[src/rtl/fetch_unit_pkg.sv]
// Shared types and constants for the instruction-fetch stage.
package fetch_unit_pkg;

  // Fetch sequencer states: Boot after reset, Fetch with a live request,
  // Discard while waiting out an abandoned request, Hold while decode is stalled.
  typedef enum logic [1:0] {
    Boot,
    Fetch,
    Discard,
    Hold
  } fetch_state_t;

  // addi x0, x0, 0 -- the canonical RISC-V bubble instruction.
  localparam logic [31:0] NOP = 32'h00000013;

endpackage

[src/rtl/fetch_unit.sv]
// Instruction-fetch stage with the IF/ID pipeline register. Owns the fetch PC,
// runs the request/ack handshake with instruction memory, throws away fetches
// that were overtaken by a redirect, and parks one instruction while decode stalls.
module fetch_unit
  import fetch_unit_pkg::*;
#(
  parameter int                   DATA_SIZE = 64,
  parameter logic [DATA_SIZE-1:0] RESET_PC  = '0
) (
  input  logic                 clk,
  input  logic                 rst_n,
  input  logic                 stall_if,
  input  logic                 stall_id,
  input  logic                 flush_id,
  input  logic                 redirect,
  input  logic [DATA_SIZE-1:0] new_pc,
  output logic                 inst_mem_en,
  output logic [DATA_SIZE-1:0] inst_mem_addr,
  input  logic                 inst_mem_ack,
  input  logic [31:0]          inst_mem_rd_dat,
  output logic [31:0]          inst_id,
  output logic [DATA_SIZE-1:0] pc_id,
  output logic                 valid_id
);

  localparam logic [DATA_SIZE-1:0] PC_STEP = DATA_SIZE'(4);

  fetch_state_t         state_q, state_d;
  logic [DATA_SIZE-1:0] req_addr_q, req_addr_d;
  logic [DATA_SIZE-1:0] pending_pc_q, pending_pc_d;
  logic [31:0]          buf_inst_q;
  logic [DATA_SIZE-1:0] buf_pc_q;
  logic                 buf_capture;
  logic                 id_load;
  logic [31:0]          load_inst;
  logic [DATA_SIZE-1:0] load_pc;
  logic                 stall;

  assign stall         = stall_if | stall_id;
  assign inst_mem_addr = req_addr_q;

  // Next-state, next-address and IF/ID load source for the fetch sequencer.
  // The buffer is only meaningful in Hold, so leaving Hold invalidates it.
  always_comb begin
    state_d      = state_q;
    req_addr_d   = req_addr_q;
    pending_pc_d = pending_pc_q;
    buf_capture  = 1'b0;
    id_load      = 1'b0;
    load_inst    = inst_mem_rd_dat;
    load_pc      = req_addr_q;
    inst_mem_en  = 1'b0;
    unique case (state_q)
      Boot: begin
        state_d    = Fetch;
        req_addr_d = redirect ? new_pc : RESET_PC;
      end
      Fetch: begin
        inst_mem_en = 1'b1;
        if (inst_mem_ack) begin
          if (redirect) begin
            req_addr_d = new_pc;
          end else if (!stall) begin
            id_load    = 1'b1;
            req_addr_d = req_addr_q + PC_STEP;
          end else begin
            buf_capture = 1'b1;
            state_d     = Hold;
          end
        end else if (redirect) begin
          pending_pc_d = new_pc;
          state_d      = Discard;
        end
      end
      Discard: begin
        inst_mem_en = 1'b1;
        if (inst_mem_ack) begin
          req_addr_d = redirect ? new_pc : pending_pc_q;
          state_d    = Fetch;
        end else if (redirect) begin
          pending_pc_d = new_pc;
        end
      end
      Hold: begin
        if (redirect) begin
          req_addr_d = new_pc;
          state_d    = Fetch;
        end else if (!stall) begin
          id_load    = 1'b1;
          load_inst  = buf_inst_q;
          load_pc    = buf_pc_q;
          req_addr_d = buf_pc_q + PC_STEP;
          state_d    = Fetch;
        end
      end
      default: state_d = Boot;
    endcase
  end

  // Sequencer state, request address and redirect target waiting on a stale ack.
  always_ff @(posedge clk or negedge rst_n) begin
    if (!rst_n) begin
      state_q      <= Boot;
      req_addr_q   <= RESET_PC;
      pending_pc_q <= '0;
    end else begin
      state_q      <= state_d;
      req_addr_q   <= req_addr_d;
      pending_pc_q <= pending_pc_d;
    end
  end

  // One-entry buffer that parks a returned instruction while decode is stalled.
  always_ff @(posedge clk or negedge rst_n) begin
    if (!rst_n) begin
      buf_inst_q <= '0;
      buf_pc_q   <= '0;
    end else if (buf_capture) begin
      buf_inst_q <= inst_mem_rd_dat;
      buf_pc_q   <= req_addr_q;
    end
  end

  // IF/ID register: flush beats stall beats load; no load source means a bubble.
  always_ff @(posedge clk or negedge rst_n) begin
    if (!rst_n) begin
      inst_id  <= NOP;
      pc_id    <= '0;
      valid_id <= 1'b0;
    end else if (flush_id) begin
      inst_id  <= NOP;
      valid_id <= 1'b0;
    end else if (stall_id) begin
      inst_id  <= inst_id;
    end else if (id_load) begin
      inst_id  <= load_inst;
      pc_id    <= load_pc;
      valid_id <= 1'b1;
    end else begin
      inst_id  <= NOP;
      valid_id <= 1'b0;
    end
  end

  // Memory may only acknowledge a request that is actually being made.
  ack_only_while_requesting: assert property (
    @(posedge clk) disable iff (!rst_n) inst_mem_ack |-> inst_mem_en
  );

endmodule

[config.mk]
export PLATFORM = sky130hd
export DESIGN_NAME = fetch_unit
export DESIGN_NICKNAME = d
export VERILOG_FILES = /design/src/rtl/fetch_unit_pkg.sv /design/src/rtl/fetch_unit.sv
export SDC_FILE = /design/constraint.sdc
export NUM_CORES = 1
export LEC_CHECK = 0
export CORE_ASPECT_RATIO = 0.75
export CORE_MARGIN = 2
export CORE_UTILIZATION = 57
export CTS_BUF_LIST = sky130_fd_sc_hd__clkbuf_2
export CTS_CLUSTER_SIZE = 24
export DETAILED_ROUTE_END_ITERATION = 6
export PLACE_DENSITY_LB_ADDON = 0.25
export RECOVER_POWER = 100
export SLEW_MARGIN = 10
export SYNTH_ARGS = -nofsm -noshare
export SYNTH_HDL_FRONTEND = slang
export SYNTH_SLANG_ARGS = --single-unit
[constraint.sdc]
create_clock -name clk -period 3.5 [get_ports clk]
set_input_delay 0.7 -clock clk [delete_from_list [all_inputs] [get_ports clk]]
set_output_delay 0.7 -clock clk [all_outputs]
set_load 0.01 [all_outputs]
==> After elaboration in Yosys (flattened, before gate mapping) <==
Cells that the tools add are included.
{ "op_classes": {"addsub": 2, "eq_ne": 11, "muxes": 38, "bitwise": 4, "reduce_logical": 6} }
{ "ops": {"columns": ["operator", "n"], "rows": [
  ["$mux 64", 11],
  ["$pmux 64 s4", 1],
  ["$mux 32", 6],
  ["$add 64x3->64 const B", 2],
  ["$ne 3x3->1 const B", 5],
  ["$mux 2", 7],
  ["$mux 1", 11],
  ["$pmux 2 s4", 1],
  ["$reduce_and 5->1", 1],
  ["$eq 2x2->1 const B", 2],
  ["$ne 2x2->1 const B", 2],
  ["$reduce_and 4->1", 1],
  ["$not 1->1", 3],
  ["$reduce_and 3->1", 1],
  ["$eq 2x1->1 const B", 1],
  ["$logic_not 2->1", 1],
  ["$ne 2x1->1 const B", 1],
  ["$pmux 1 s2", 1],
  ["$reduce_and 2->1", 1],
  ["$reduce_or 2->1", 1],
  ["$or 1x1->1", 1]
]} }
{ "word_totals": {"ff_bits": 323, "input_bits": 103, "output_inout_bits": 162} }

==> Logic depth before layout (Yosys ltp) <==
{ "logic_depth": {"word_depth": 8, "ltp_mapped": 12, "ltp_nobuf": 8} }

==> Least setup slack after synthesis <==
No wires, ideal clock.
{ "synth_path": {"path_type": "register to register", "start": "reg state_q[1]", "end": "reg buf_inst_q[0]", "arrival_time_ps": 2452, "slack_ps": 923, "stages_incl_launch_ff": 10, "period_less_slack_ps": 2577, "cell_sequence": "dfrtp_1 inv_1 ha_1 clkbuf_1 nor2b_1 and3_1 clkbuf_1 clkbuf_1 buf_2 mux2_2"} }
{ "synth_between": {"elab_chain_cells": 2} }
{ "synth_rtl": {"columns": ["element", "line", "text"], "rows": [
  ["start: declaration", "fetch_unit.sv:28", "fetch_state_t state_q, state_d;"],
  ["start signal: assignment", "fetch_unit.sv:103", "state_q <= Boot;"],
  ["start signal: assignment", "fetch_unit.sv:107", "state_q <= state_d;"],
  ["$eq 2x1->1", "fetch_unit.sv:53", "unique case (state_q)"],
  ["$mux 1", "fetch_unit.sv:53", null],
  ["end signal: assignment", "fetch_unit.sv:119", "buf_inst_q <= inst_mem_rd_dat;"],
  ["end: declaration", "fetch_unit.sv:31", "logic [31:0] buf_inst_q;"]
]} }
Every way passes these cells.
A chain may end at the register's enable or synchronous reset.

==> Final worst setup path <==
{ "layout_path": {"start": "reg state_q[0]", "end": "reg pc_id[25]"} }
{ "layout_between": {"elab_chain_cells": 3} }
{ "layout_rtl": {"columns": ["element", "line", "text"], "rows": [
  ["$eq 2x2->1 / $eq 2x1->1 (equally long branches)", "fetch_unit.sv:53", null],
  ["$pmux 1 s2", "fetch_unit.sv:53", null],
  ["$reduce_and 3->1 (no source line)", null, null],
  ["end signal: assignment", "fetch_unit.sv:137", "pc_id <= load_pc;"],
  ["end: declaration", "fetch_unit.sv:22", "output logic [DATA_SIZE-1:0] pc_id,"]
]} }
Parallel ways exist; a longest one is shown, timed or not.

==> out/results.ini <==
[status]
status = complete, but fails checks
violations = DRC, capacitance limit, slew limit

[synth]
synth_top_family_by_area = simple AND/OR/NAND/NOR gates
synth_area_leaders = dfrtp_1 (44%), mux2_2 (9.7%), mux2i_1 (5.4%)
synth_compound_area_share_pct = 15.9
ys.flop_type = dfrtp_1
synth_fp_nets = 2053
ys_warn_count = 0
synth_cells = 1944
synth_seq_area_share_pct = 44.2
syn_avg_cell_area_um2 = 9.42
synth_edf_count = 0
ys_seq_elements = 323
syn_area_um2 = 18300
yosys.area_share.adder_pct = 0.410
post_synth_and_or_nand_nor_area_fraction_pct = 17.8
postSynth.asyncResetShare_pct = 100
yosysTopAreaCellShare_pct = 43.7
ys_types = 77
synth_xor_area_share_pct = 2.68
yosysTopAreaCell = dfrtp_1
muxShareOfSynthArea_pct = 15.0

[timing]
max_freq_mhz = 301
tns_ps = 0
relSlewSlack_pct = -33.8
maxSlewViolCount = 136
worst_slew_pin_slew_ps = 2010
skew_ps = 94.9
min_period_ps = 3320
rsz0062_at_grt = false
fin_crit_sh_pct = 94.9
setup_viol = 0
fin_hold_ws_ps = 296
hold_viol_final = 0

[floorplanning]
start_util_pct = 58.2
dieArea_um2 = 33600
io_pins = 265
fp.dieH_um = 159
die_width_um = 211
core_um2 = 31500
rows = 56

[detailed_routing]
wl_per_cell_um = 25.6
via_count = 18000
vias_per_cell = 6.66
final_antenna_net_count = 0
wirelength_um = 69300
drt_iter0_markers = 2318
dr.pass1.iters = 7
drc = 11

[global_routing]
antenna_found_initial = 6
gr-usage-all-layers_pct = 41.1
grt_max_degree = 104
grt_pass1_wl_um = 104000
overflow = 0
grt_pass1_vias = 17000

[place]
globalplace.congestion = 1.01
dp_hpwl_um = 50100
io_buffers = 264

[worst_setup_path]
crit_fanout = 27
required_ps = 4310
r2r_slack_ps = 180
critPathCaptureType = flop
worstPathArrival_ps = 4130
critPathKind = flop to flop
start_kind = flop

[finish]
fillCellCount = 2434
area_delta_synth_final_pct = 22.2
regArea_um2 = 8090
drive_gt1_share_pct = 17.4
multiInputGateArea_um2 = 9460
fin_nets = 2343

[clock_network]
postCtsSetupBuffers = 0
cts_tree = yes
cts_hold_buf = 1
cts_made_buffers = 81
htree_levels = 3
clkLatencyLatePin_ps = 1050
cts_resized = 0
clk_path_buf_depth = 3
clk_pin_slew_ps = 100
cts.sinks = 323
root_buffer = clkbuf_2

[hold_path]
hp-class = input pin to flop

[pwr]
power_density_nw_per_um2 = 841
leakagePower_uw = 0.00922
peakVddDrop_mv = 0.741

[job]
drv_cap = 2

[final timing paths]
check	from	to	depth (start not counted)
min in group asynchronous	rst_n	inst_mem_addr[0]	2
hold reg to reg	valid_id	valid_id	2
hold / removal	redirect	inst_mem_addr[58]	5
setup / recovery	state_q[0]	pc_id[25]	8
setup reg to reg	state_q[0]	pc_id[25]	8
max in group asynchronous	rst_n	pc_id[26]	3
[synth_stat cells (25+ instances only)]
cell	n
dfrtp_1	320
nand2_1	234
o21ai_0	167
mux2_2	157
a21oi_1	128
clkbuf_1	121
mux2i_1	98
nor2_1	90
nand3_1	68
nand4_1	60
xnor2_1	38
nor3_1	37
nor4_1	34
a31oi_1	25
inv_1	25
[critical path: stages (launching register included)]
cell	delay (ps)
dfrtp_1	450
ha_1	540
nand2b_1	150
clkbuf_1	230
nor2_1	700
buf_12	350
buf_4	230
mux2i_1	320
o21ai_0	120
[kinds of logic after synthesis]
group,Yosys count
AO/OA/AOI/OAI,477
buffers and inverters,188
multiplexers,255
flip-flops,323
AND/OR/NAND/NOR,639
adder cells (fa/ha/maj),6
XOR/XNOR,56
[where the power goes]
group | internal [uW] | switching (uW)
clock | 1000 | 1590
combinational | 3850 | 5150
sequential | 5330 | 1900
[flip-flops by register name (all words and copies together), names as in the netlist]
signal / count
buf_inst_q: 32
pc_id: 64
pending_pc_q: 64
inst_id: 32
valid_id: 1
state_q: 2
buf_pc_q: 64
inst_mem_addr: 64
[layer usage]
layer  share of wire (%)  GRT usage, %
met3                  17          21.0
met2                  40          54.2
met1                  41          58.9
met4                 2.6          11.2
met5               0.052             0
[per-stage QoR]
stage | instances | utilization, % | power, uW | area, um2 | setup slack, ps
4_1_cts | 2697 | 71.6 | 18700 | 22500 | 323
3_5_place_dp | 2556 | 69.3 | 16100 | 21800 | 317
6_report | 2703 | 71.1 | 18800 | 22400 | 177
5_1_grt | 2701 | 71.1 | 19700 | 22400 | 147
3_3_place_gp | 2556 | 69.3 | 15800 | 21800 | 374
2_1_floorplan | 1944 | - | 11700 | 18300 | 923
[cell type report]
class | instances | area share, %
well taps | 406 | 2.27
clock inverters | 15 | 0.380
repair buffers | 368 | 15.6
inverters | 27 | 0.453
diodes | 6 | 0.0671
flip-flops and latches | 323 | 36.1
multi-input cells | 1433 | 42.3
clock buffers | 125 | 2.80
[cell usage in the layout (no fill, tap or decap), drive strengths merged, types with 41 or more instances in the layout]
cell           Yosys  layout
a21oi            128     128
o21ai            167     167
nand3             70      70
dlygate4sd3        0     156
nand4             61      61
nand2            234     234
dfrtp            320     320
nor4              41      41
clkbuf           123     144
nor2              90      90
mux2             157     157
buf               38      86
clkdlybuf4s50      0     107
mux2i             98      98
Note: power is estimated with default switching activity, not from simulation.
